File: config.mk
export PLATFORM = sky130hd
export DESIGN_NAME = add_32_arbiter
export DESIGN_NICKNAME = d
export VERILOG_FILES = /design/src/rtl/add_32_arbiter_pkg.sv /design/src/rtl/add_32_arbiter_cla.sv /design/src/rtl/add_32_arbiter_rr.sv /design/src/rtl/add_32_arbiter.sv
export SDC_FILE = /design/constraint.sdc
export NUM_CORES = 1
export LEC_CHECK = 0
export CAP_MARGIN = 0
export CORE_ASPECT_RATIO = 0.6
export CORE_MARGIN = 2
export CORE_UTILIZATION = 46
export DETAILED_ROUTE_END_ITERATION = 8
export PLACE_DENSITY = 0.91
export SKIP_CTS_REPAIR_TIMING = 1
export SYNTH_ARGS = -nofsm -noshare
export SYNTH_HDL_FRONTEND = slang
export SYNTH_SLANG_ARGS = --single-unit
export TNS_END_PERCENT = 10
File: constraint.sdc
create_clock -name clock -period 7.2 [get_ports clock]
set_input_delay 1.8 -clock clock [delete_from_list [all_inputs] [get_ports clock]]
set_output_delay 1.8 -clock clock [all_outputs]
set_load 0.02 [all_outputs]
File: src/rtl/add_32_arbiter_pkg.sv
// Shared definitions for the add_32 arbiter slice: word width, operation
// encoding and the output-stage state type.
package add_32_arbiter_pkg;

    localparam int WORD_W = 32;

    localparam logic OP_ADD = 1'b0;
    localparam logic OP_SUB = 1'b1;

    typedef enum logic {
        EMPTY = 1'b0,
        FULL  = 1'b1
    } out_state_t;

endpackage

File: src/rtl/add_32_arbiter_cla.sv
// 32-bit carry-lookahead adder built from 4-bit lookahead groups whose
// group generate/propagate terms chain the block carries.
module add_32 (
    input  logic [31:0] a,
    input  logic [31:0] b,
    input  logic        cin,
    output logic [31:0] sum
);

    logic [31:0] g;
    logic [31:0] p;
    logic [31:0] c;
    logic [8:0]  blk_c;

    // Per-bit generate/propagate, in-group lookahead carries, then group carry chain
    always_comb begin
        g        = a & b;
        p        = a ^ b;
        c        = '0;
        blk_c    = '0;
        blk_c[0] = cin;
        for (int blk = 0; blk < 8; blk++) begin
            c[4*blk]   = blk_c[blk];
            c[4*blk+1] = g[4*blk] | (p[4*blk] & blk_c[blk]);
            c[4*blk+2] = g[4*blk+1] | (p[4*blk+1] & g[4*blk])
                       | (p[4*blk+1] & p[4*blk] & blk_c[blk]);
            c[4*blk+3] = g[4*blk+2] | (p[4*blk+2] & g[4*blk+1])
                       | (p[4*blk+2] & p[4*blk+1] & g[4*blk])
                       | (p[4*blk+2] & p[4*blk+1] & p[4*blk] & blk_c[blk]);
            blk_c[blk+1] = g[4*blk+3] | (p[4*blk+3] & g[4*blk+2])
                         | (p[4*blk+3] & p[4*blk+2] & g[4*blk+1])
                         | (p[4*blk+3] & p[4*blk+2] & p[4*blk+1] & g[4*blk])
                         | (p[4*blk+3] & p[4*blk+2] & p[4*blk+1] & p[4*blk] & blk_c[blk]);
        end
        sum = p ^ c;
    end

endmodule

File: src/rtl/add_32_arbiter_rr.sv
// Round-robin arbiter: starting one past the last winner, pick the first
// requester with valid set. Purely combinational.
module rr_arbiter #(
    parameter int NREQ = 2,
    parameter int IDW  = 1
) (
    input  logic [NREQ-1:0] valid,
    input  logic [IDW-1:0]  ptr,
    output logic [NREQ-1:0] grant,
    output logic [IDW-1:0]  gnt,
    output logic            any_valid
);

    int             idx_int;
    logic [IDW-1:0] idx;

    // Walk the requesters from ptr+1 around to ptr itself and keep the first hit
    always_comb begin
        grant     = '0;
        gnt       = '0;
        any_valid = 1'b0;
        idx_int   = 0;
        idx       = '0;
        for (int k = 1; k <= NREQ; k++) begin
            idx_int = (int'(ptr) + k) % NREQ;
            idx     = IDW'(idx_int);
            if (!any_valid && valid[idx]) begin
                any_valid  = 1'b1;
                gnt        = idx;
                grant[idx] = 1'b1;
            end
        end
    end

endmodule

File: src/rtl/add_32_arbiter.sv
// Shares one add_32 between NREQ requesters. A round-robin arbiter picks the
// operand set, the adder computes x+y or x-y, and the result lands in a
// one-entry output register with valid/ready backpressure.
module add_32_arbiter
    import add_32_arbiter_pkg::*;
#(
    parameter int NREQ = 2,
    parameter int IDW  = 1
) (
    input  logic                 clock,
    input  logic                 clear,
    input  logic [NREQ-1:0]      req_valid,
    output logic [NREQ-1:0]      req_ready,
    input  logic [NREQ*32-1:0]   req_x,
    input  logic [NREQ*32-1:0]   req_y,
    input  logic [NREQ-1:0]      req_sub,
    output logic                 rsp_valid,
    input  logic                 rsp_ready,
    output logic [IDW-1:0]       rsp_id,
    output logic [31:0]          rsp_sum
);

    out_state_t        state;
    out_state_t        state_next;
    logic [IDW-1:0]    ptr;
    logic [NREQ-1:0]   grant;
    logic [IDW-1:0]    gnt;
    logic              any_valid;
    logic              accept;
    logic              transfer;
    logic [WORD_W-1:0] x_gnt;
    logic [WORD_W-1:0] y_gnt;
    logic              sub_gnt;
    logic [WORD_W-1:0] y_cond;
    logic [WORD_W-1:0] sum;

    rr_arbiter #(
        .NREQ (NREQ),
        .IDW  (IDW)
    ) u_arb (
        .valid     (req_valid),
        .ptr       (ptr),
        .grant     (grant),
        .gnt       (gnt),
        .any_valid (any_valid)
    );

    assign rsp_valid = (state == FULL);
    assign accept    = !rsp_valid || rsp_ready;
    assign transfer  = any_valid && accept;
    assign req_ready = accept ? grant : '0;

    // Select the winner's operands and condition y/carry-in for subtraction
    always_comb begin
        x_gnt   = '0;
        y_gnt   = '0;
        sub_gnt = OP_ADD;
        for (int i = 0; i < NREQ; i++) begin
            if (gnt == IDW'(i)) begin
                x_gnt   = req_x[i*WORD_W +: WORD_W];
                y_gnt   = req_y[i*WORD_W +: WORD_W];
                sub_gnt = req_sub[i];
            end
        end
        y_cond = y_gnt ^ {WORD_W{sub_gnt == OP_SUB}};
    end

    add_32 u_add (
        .a   (x_gnt),
        .b   (y_cond),
        .cin (sub_gnt == OP_SUB),
        .sum (sum)
    );

    // Output stage: fill on a transfer, drain when consumed with nothing new arriving
    always_comb begin
        state_next = state;
        case (state)
            EMPTY: if (transfer) state_next = FULL;
            FULL:  if (rsp_ready && !transfer) state_next = EMPTY;
            default: state_next = EMPTY;
        endcase
    end

    // State register; reset discards any held result
    always_ff @(posedge clock or negedge clear) begin
        if (!clear) state <= EMPTY;
        else        state <= state_next;
    end

    // Priority pointer and result register advance only on a transfer
    always_ff @(posedge clock or negedge clear) begin
        if (!clear) begin
            ptr     <= IDW'(NREQ - 1);
            rsp_id  <= '0;
            rsp_sum <= '0;
        end else if (transfer) begin
            ptr     <= gnt;
            rsp_id  <= gnt;
            rsp_sum <= sum;
        end
    end

endmodule

Word-level counts from Yosys, hierarchy flattened
Index checks and enable logic that the tools add are counted.

Flip-flop bits (word level): 35. Bits of input ports: 135. Output and inout port bits: 36. Logic and storage cells: 243.

$add $sub $neg: 2. $lt $le $gt $ge: 4. Mux-type cells: 21. Bitwise operators: 203. Reduce and logical (&&, ||, !) cells: 9.

Operators by type and width (number): $and A1 B1 Y1 (121); $xor A32 B32 Y32 (3); $or A1 B1 Y1 (76); $mux W32 (2); $and A31 B31 Y31 (1); $mux W1 (13); $mux W2 (3); $logic_and A1 B1 Y1 (5); $lt A1 B2 Y1 const B (2); $logic_not A1 Y1 (3); $add A1 B1 Y1 const B (2); $demux W1 S1 (2); $ge A1 B1 Y1 const B (2); $or A2 B2 Y2 (1); $pmux W1 S2 (1); $logic_or A1 B1 Y1 (1); $not A1 Y1 (1).

Depth between registers and ports, before layout
Depth after elaboration: 30. Mapped depth: 16. Depth with buffers taken out: 14.

Hierarchy
A second synthesis with hierarchy kept.

Cell total of the unflattened synthesis: 430. Area, all modules: 4206.5 um2.

Modules (own cells, without submodules): add_32_arbiter (times used 1, cells an instance 257, area each 2827.7 um2); add_32 (times used 1, cells an instance 168, area each 1346.3 um2); rr_arbiter (times used 1, cells an instance 5, area each 32.5 um2).

Worst setup path before layout
No wires, ideal clock.

Kind: input-to-reg. From: input req_valid[1]. To: register rsp_sum[20]. Library setup time: 0.083 ns. Data arrival time: 5.153 ns. Setup slack: 1.964 ns. Cell stages on the path: 14. Cell sequence: a21boi_4 buf_2 buf_2 mux2i_1 xor2_1 ha_1 a21oi_2 o21ai_1 a311oi_1 nand3_1 a41o_1 a21oi_1 fa_1 o21ai_0.

Cells in the longest elaborated chain, start to end: 23.

Ends and longest elaborated chain: start: declaration (line add_32_arbiter.sv:12) `input logic [NREQ-1:0] req_valid,`; $mux W1 (not written as such) (2 in a row) (line add_32_arbiter_rr.sv:27) `if (!any_valid && valid[idx]) begin`; $mux W1 (line add_32_arbiter_rr.sv:27); $logic_not A1 Y1 (line add_32_arbiter_rr.sv:27); $logic_and A1 B1 Y1 (line add_32_arbiter_rr.sv:27); $mux W1 (line add_32_arbiter_rr.sv:27); $mux W32 / $mux W1 (equally long branches) (line add_32_arbiter.sv:59) `if (gnt == IDW'(i)) begin`; $xor A32 B32 Y32 (line add_32_arbiter.sv:65) `y_cond = y_gnt ^ {WORD_W{sub_gnt == OP_SUB}};`; $xor A32 B32 Y32 / $and A31 B31 Y31 (equally long branches) (line add_32_arbiter_cla.sv:18, add_32_arbiter_cla.sv:17); [6 not listed]; $or A1 B1 Y1 (line add_32_arbiter_cla.sv:33) `| (p[4*blk+3] & p[4*blk+2] & p[4*blk+1] & p[4*blk] & blk_c[blk]);`; $and A1 B1 Y1 (line add_32_arbiter_cla.sv:33); $or A1 B1 Y1 (line add_32_arbiter_cla.sv:33); $and A1 B1 Y1 (line add_32_arbiter_cla.sv:33); $or A1 B1 Y1 (line add_32_arbiter_cla.sv:33); $and A1 B1 Y1 (line add_32_arbiter_cla.sv:33); $or A1 B1 Y1 (line add_32_arbiter_cla.sv:33); $xor A32 B32 Y32 (line add_32_arbiter_cla.sv:35) `sum = p ^ c;`; end signal: assignment (line add_32_arbiter.sv:100) `rsp_sum <= sum;`; end: declaration (line add_32_arbiter.sv:20) `output logic [31:0] rsp_sum`.

Several ways; a longest one is shown, not always the timed one. The select of a mux whose other input is x is not followed. A chain may end at the register's enable or synchronous reset.

Final worst setup path
From: input req_valid[1]. To: register rsp_sum[29].

Cells in the longest elaborated chain, start to end: 29.

Ends and longest elaborated chain: $mux W1 (not written as such) (2 in a row) (line add_32_arbiter_rr.sv:27); $mux W1 (line add_32_arbiter_rr.sv:27); $logic_not A1 Y1 (line add_32_arbiter_rr.sv:27); $logic_and A1 B1 Y1 (line add_32_arbiter_rr.sv:27); $mux W1 (line add_32_arbiter_rr.sv:27); $mux W32 / $mux W1 (equally long branches) (line add_32_arbiter.sv:59); $xor A32 B32 Y32 (line add_32_arbiter.sv:65); $xor A32 B32 Y32 / $and A31 B31 Y31 (equally long branches) (line add_32_arbiter_cla.sv:18, add_32_arbiter_cla.sv:17); [12 not listed]; $or A1 B1 Y1 (line add_32_arbiter_cla.sv:33); $and A1 B1 Y1 (line add_32_arbiter_cla.sv:33); $or A1 B1 Y1 (line add_32_arbiter_cla.sv:33); $and A1 B1 Y1 (line add_32_arbiter_cla.sv:33); $or A1 B1 Y1 (line add_32_arbiter_cla.sv:33); $and A1 B1 Y1 (line add_32_arbiter_cla.sv:24) `c[4*blk+1] = g[4*blk] | (p[4*blk] & blk_c[blk]);`; $or A1 B1 Y1 (line add_32_arbiter_cla.sv:24); $xor A32 B32 Y32 (line add_32_arbiter_cla.sv:35).

Several ways; a longest one is shown, not always the timed one. The select of a mux whose other input is x is not followed.

==> results.toml <==
[route]
firstDrtPassIters = 4
drt_wl_total_um = 11100
vias = 3752
drtIter0Drc = 222
ant_nets = 0
routedWlPerCell_um = 16.0
drc = 0
detail_route.vias_per_cell = 5.42

[clock_network]
clk_latency_ps = 270
h-tree-depth = 2
root_buffer = "clkbuf_16"
cts_tree = "done"
cts_sinks = 35
clock_path_buffers = 2
cts_made_buffers = 5
clkTransAtPathRegs_ps = 50

[job]
max-cap-violations = 0

[worst_setup_path]
crit_chain = "clkdlybuf4s50_1 > a21boi_4 > mux2i_4 > buf_4 > xor2_1 > ha_1 > nand4_1 > nor3_1 > o211ai_2 > o22ai_4 > o211ai_2 > a21boi_1 > nor2_1 > fa_1 > xor2_1 > o21ai_0"
cp.arrival_ps = 6170
end_kind = "flip-flop"
crit_slowest_cell = "mux2i_4"
worst_path_largest_cell_delay_ps = 670
critical_path_class = "input port to flip-flop"
required_ps = 7320
crit_fanout = 15
crit_path_start_kind = "input port"

[final_layout]
nNetsFinal = 756
diodes = 0
drive_gt1_share_pct = 8.73
area_growth_pct = 51.9
fillers = 633
post-route-util_pct = 72.7
final_cells = 692
final_cell_area_um2 = 5780

[synth]
yosys_warnings = 0
avgSynthCellArea_um2 = 9.10
ys_seq_area_share_pct = 23.1
ys_async_sr_fraction_pct = 100
syn_nets = 591
synth_ff_type = "dfrtp_1"
yosys.area.top_type_share_pct = 22.4
synthDistinctLibCells = 55
syn_inst = 418
synth_edf_count = 0
synth_top_cell_by_area = "dfrtp_1"
ys_seq_elements = 35
synthTopCellsByArea = "dfrtp_1 22%, ha_1 10%, xor2_1 10%"
syn_area_um2 = 3800

[placement]
dp.cells = 684
placed_area_um2 = 5620
port_buffers = 170
gp_congestion = 0.935
dp_hpwl_um = 9040

[grt]
grt_use_total_pct = 24.9
antenna_found_initial = 0
grt_pass1_wl_um = 18000
grt_pass1_vias = 3847
grt_max_degree = 69
overflow = 0

[floorplan]
io_pins = 171
fp-row-count = 25
coreArea_um2 = 7950
die_y_um = 74.4
start_util_pct = 47.9
fp.dieW_um = 121
dieArea_um2 = 9040

[sta]
final.period_utilization_pct = 84.0
slew_headroom_pct = 46.5
rsz0062_at_grt = "false"
skew_ps = 2.70
hold-worst-slack_ps = 477
slew_violations = 0
hold_viol = 0
finalSetupTns_ps = 0
setup_viol = 0
max_freq_mhz = 165
worstMarginPinSlew_ps = 802
period_minus_slack_ps = 6040

[power]
p_leak_nw = 2.52
ir_worst_vdd_v = 0.000170
power_density_nw_per_um2 = 243

[min_path]
holdCritPathClass = "flip-flop to flip-flop"

[status]
outcome = "finished clean"
==> stage by stage <==
step                      worst slack [ps]  total power, W
after detailed placement               925         0.00118
after global routing                   857         0.00151
after floorplan                       1960        0.000824
after CTS                             1180         0.00141
after global placement                1050         0.00114
final                                 1160         0.00141
==> power breakdown <==
part           internal [W]  switching [W]  leakage (nW)
clock network      0.000147      0.0000760        0.0772
logic              0.000409       0.000445          2.02
registers          0.000279      0.0000493         0.422
total              0.000836       0.000570          2.52
==> placed cells by master (no fill, tap or decap), types with 6 or more instances in the layout <==
master	instances
a21oi_1	14
inv_1	23
a21o_1	6
xnor2_1	6
clkdlybuf4s50_1	169
o21ai_1	9
xor2_1	44
mux2_2	24
nor2_1	11
nand2_1	45
and3_1	6
ha_1	31
o21ai_0	21
fa_1	7
dfrtp_1	34
nand3_1	16
mux2i_1	38
==> metal layers <==
layer	track usage, %	vias up	wire length [um]
met1	31.7	1755	4800
li1	-	1827	-
met5	0	-	0
met3	6.13	10	992
met2	44.9	160	5220
met4	3.45	0	77
==> cell usage after synthesis (2+ instances only) <==
cell,n
mux2i_1,38
xor2_1,44
buf_2,10
nor3_1,5
and2_1,5
o21ai_1,10
inv_1,23
clkbuf_1,6
mux2_2,24
o211ai_1,3
nand4_1,3
or3_1,3
fa_1,7
nand2b_1,2
a21boi_1,2
a31oi_1,5
a21oi_1,14
xnor2_1,6
and3_1,6
nor2_1,11
o211ai_2,2
a211o_1,2
o31ai_1,3
ha_1,31
and4_1,2
nand3_1,16
nand2_1,45
dfrtp_1,34
a21o_1,6
o21a_1,3
o21bai_1,2
o21ai_0,21
o31ai_2,2
==> final cells by class <==
| type | count | area, um2 | share of cell area, % |
|---|---|---|---|
| clock buffers | 8 | 156 | 2.71 |
| inverters | 23 | 86.3 | 1.49 |
| multi-input cells | 343 | 2780 | 48.0 |
| flip-flops and latches | 35 | 877 | 15.2 |
| well taps | 108 | 135 | 2.34 |
| repair buffers | 175 | 1750 | 30.2 |
==> registers in the layout, indices dropped and copies added, names as in the netlist <==
register,flops
rsp_sum,32
ptr,1
rsp_id,1
rsp_valid,1
==> cell families (layout without fill, tap and decap cells) <==
kind of cell / after synthesis / after routing / share of synthesized area (%)
and+or+nand+nor: 100 / 100 / 12.3
AOI/OAI and AO/OA: 91 / 91 / 16.9
muxes: 64 / 64 / 18.1
xor gates and xnor gates: 50 / 50 / 11.5
buffers and inverters: 40 / 206 / 4.28
adders and majority gates: 38 / 38 / 13.9
DFF: 35 / 35 / 23.1
==> path summary, 6_finish.rpt <==
path                              start           to  slack [ps]  cells after the start
setup / recovery           req_valid[1]  rsp_sum[29]        1160                     16
hold / removal               rsp_sum[3]   rsp_sum[3]         480                      2
setup reg to reg                    ptr  rsp_sum[29]        2980                     15
hold reg to reg              rsp_sum[3]   rsp_sum[3]         480                      2
max in group asynchronous         clear  rsp_sum[11]        5080                      1
min in group asynchronous         clear    rsp_valid        1620                      1
==> critical path, delay by kind of cell <==
kind	cells	cell delay, ps
XOR/XNOR	2	210
AO/OA/AOI/OAI	6	1170
AND/OR/NAND/NOR	3	610
buffers and inverters	2	870
adder cells (fa/ha/maj)	2	820
multiplexers	1	670
Power figures use the tool's default switching activity.
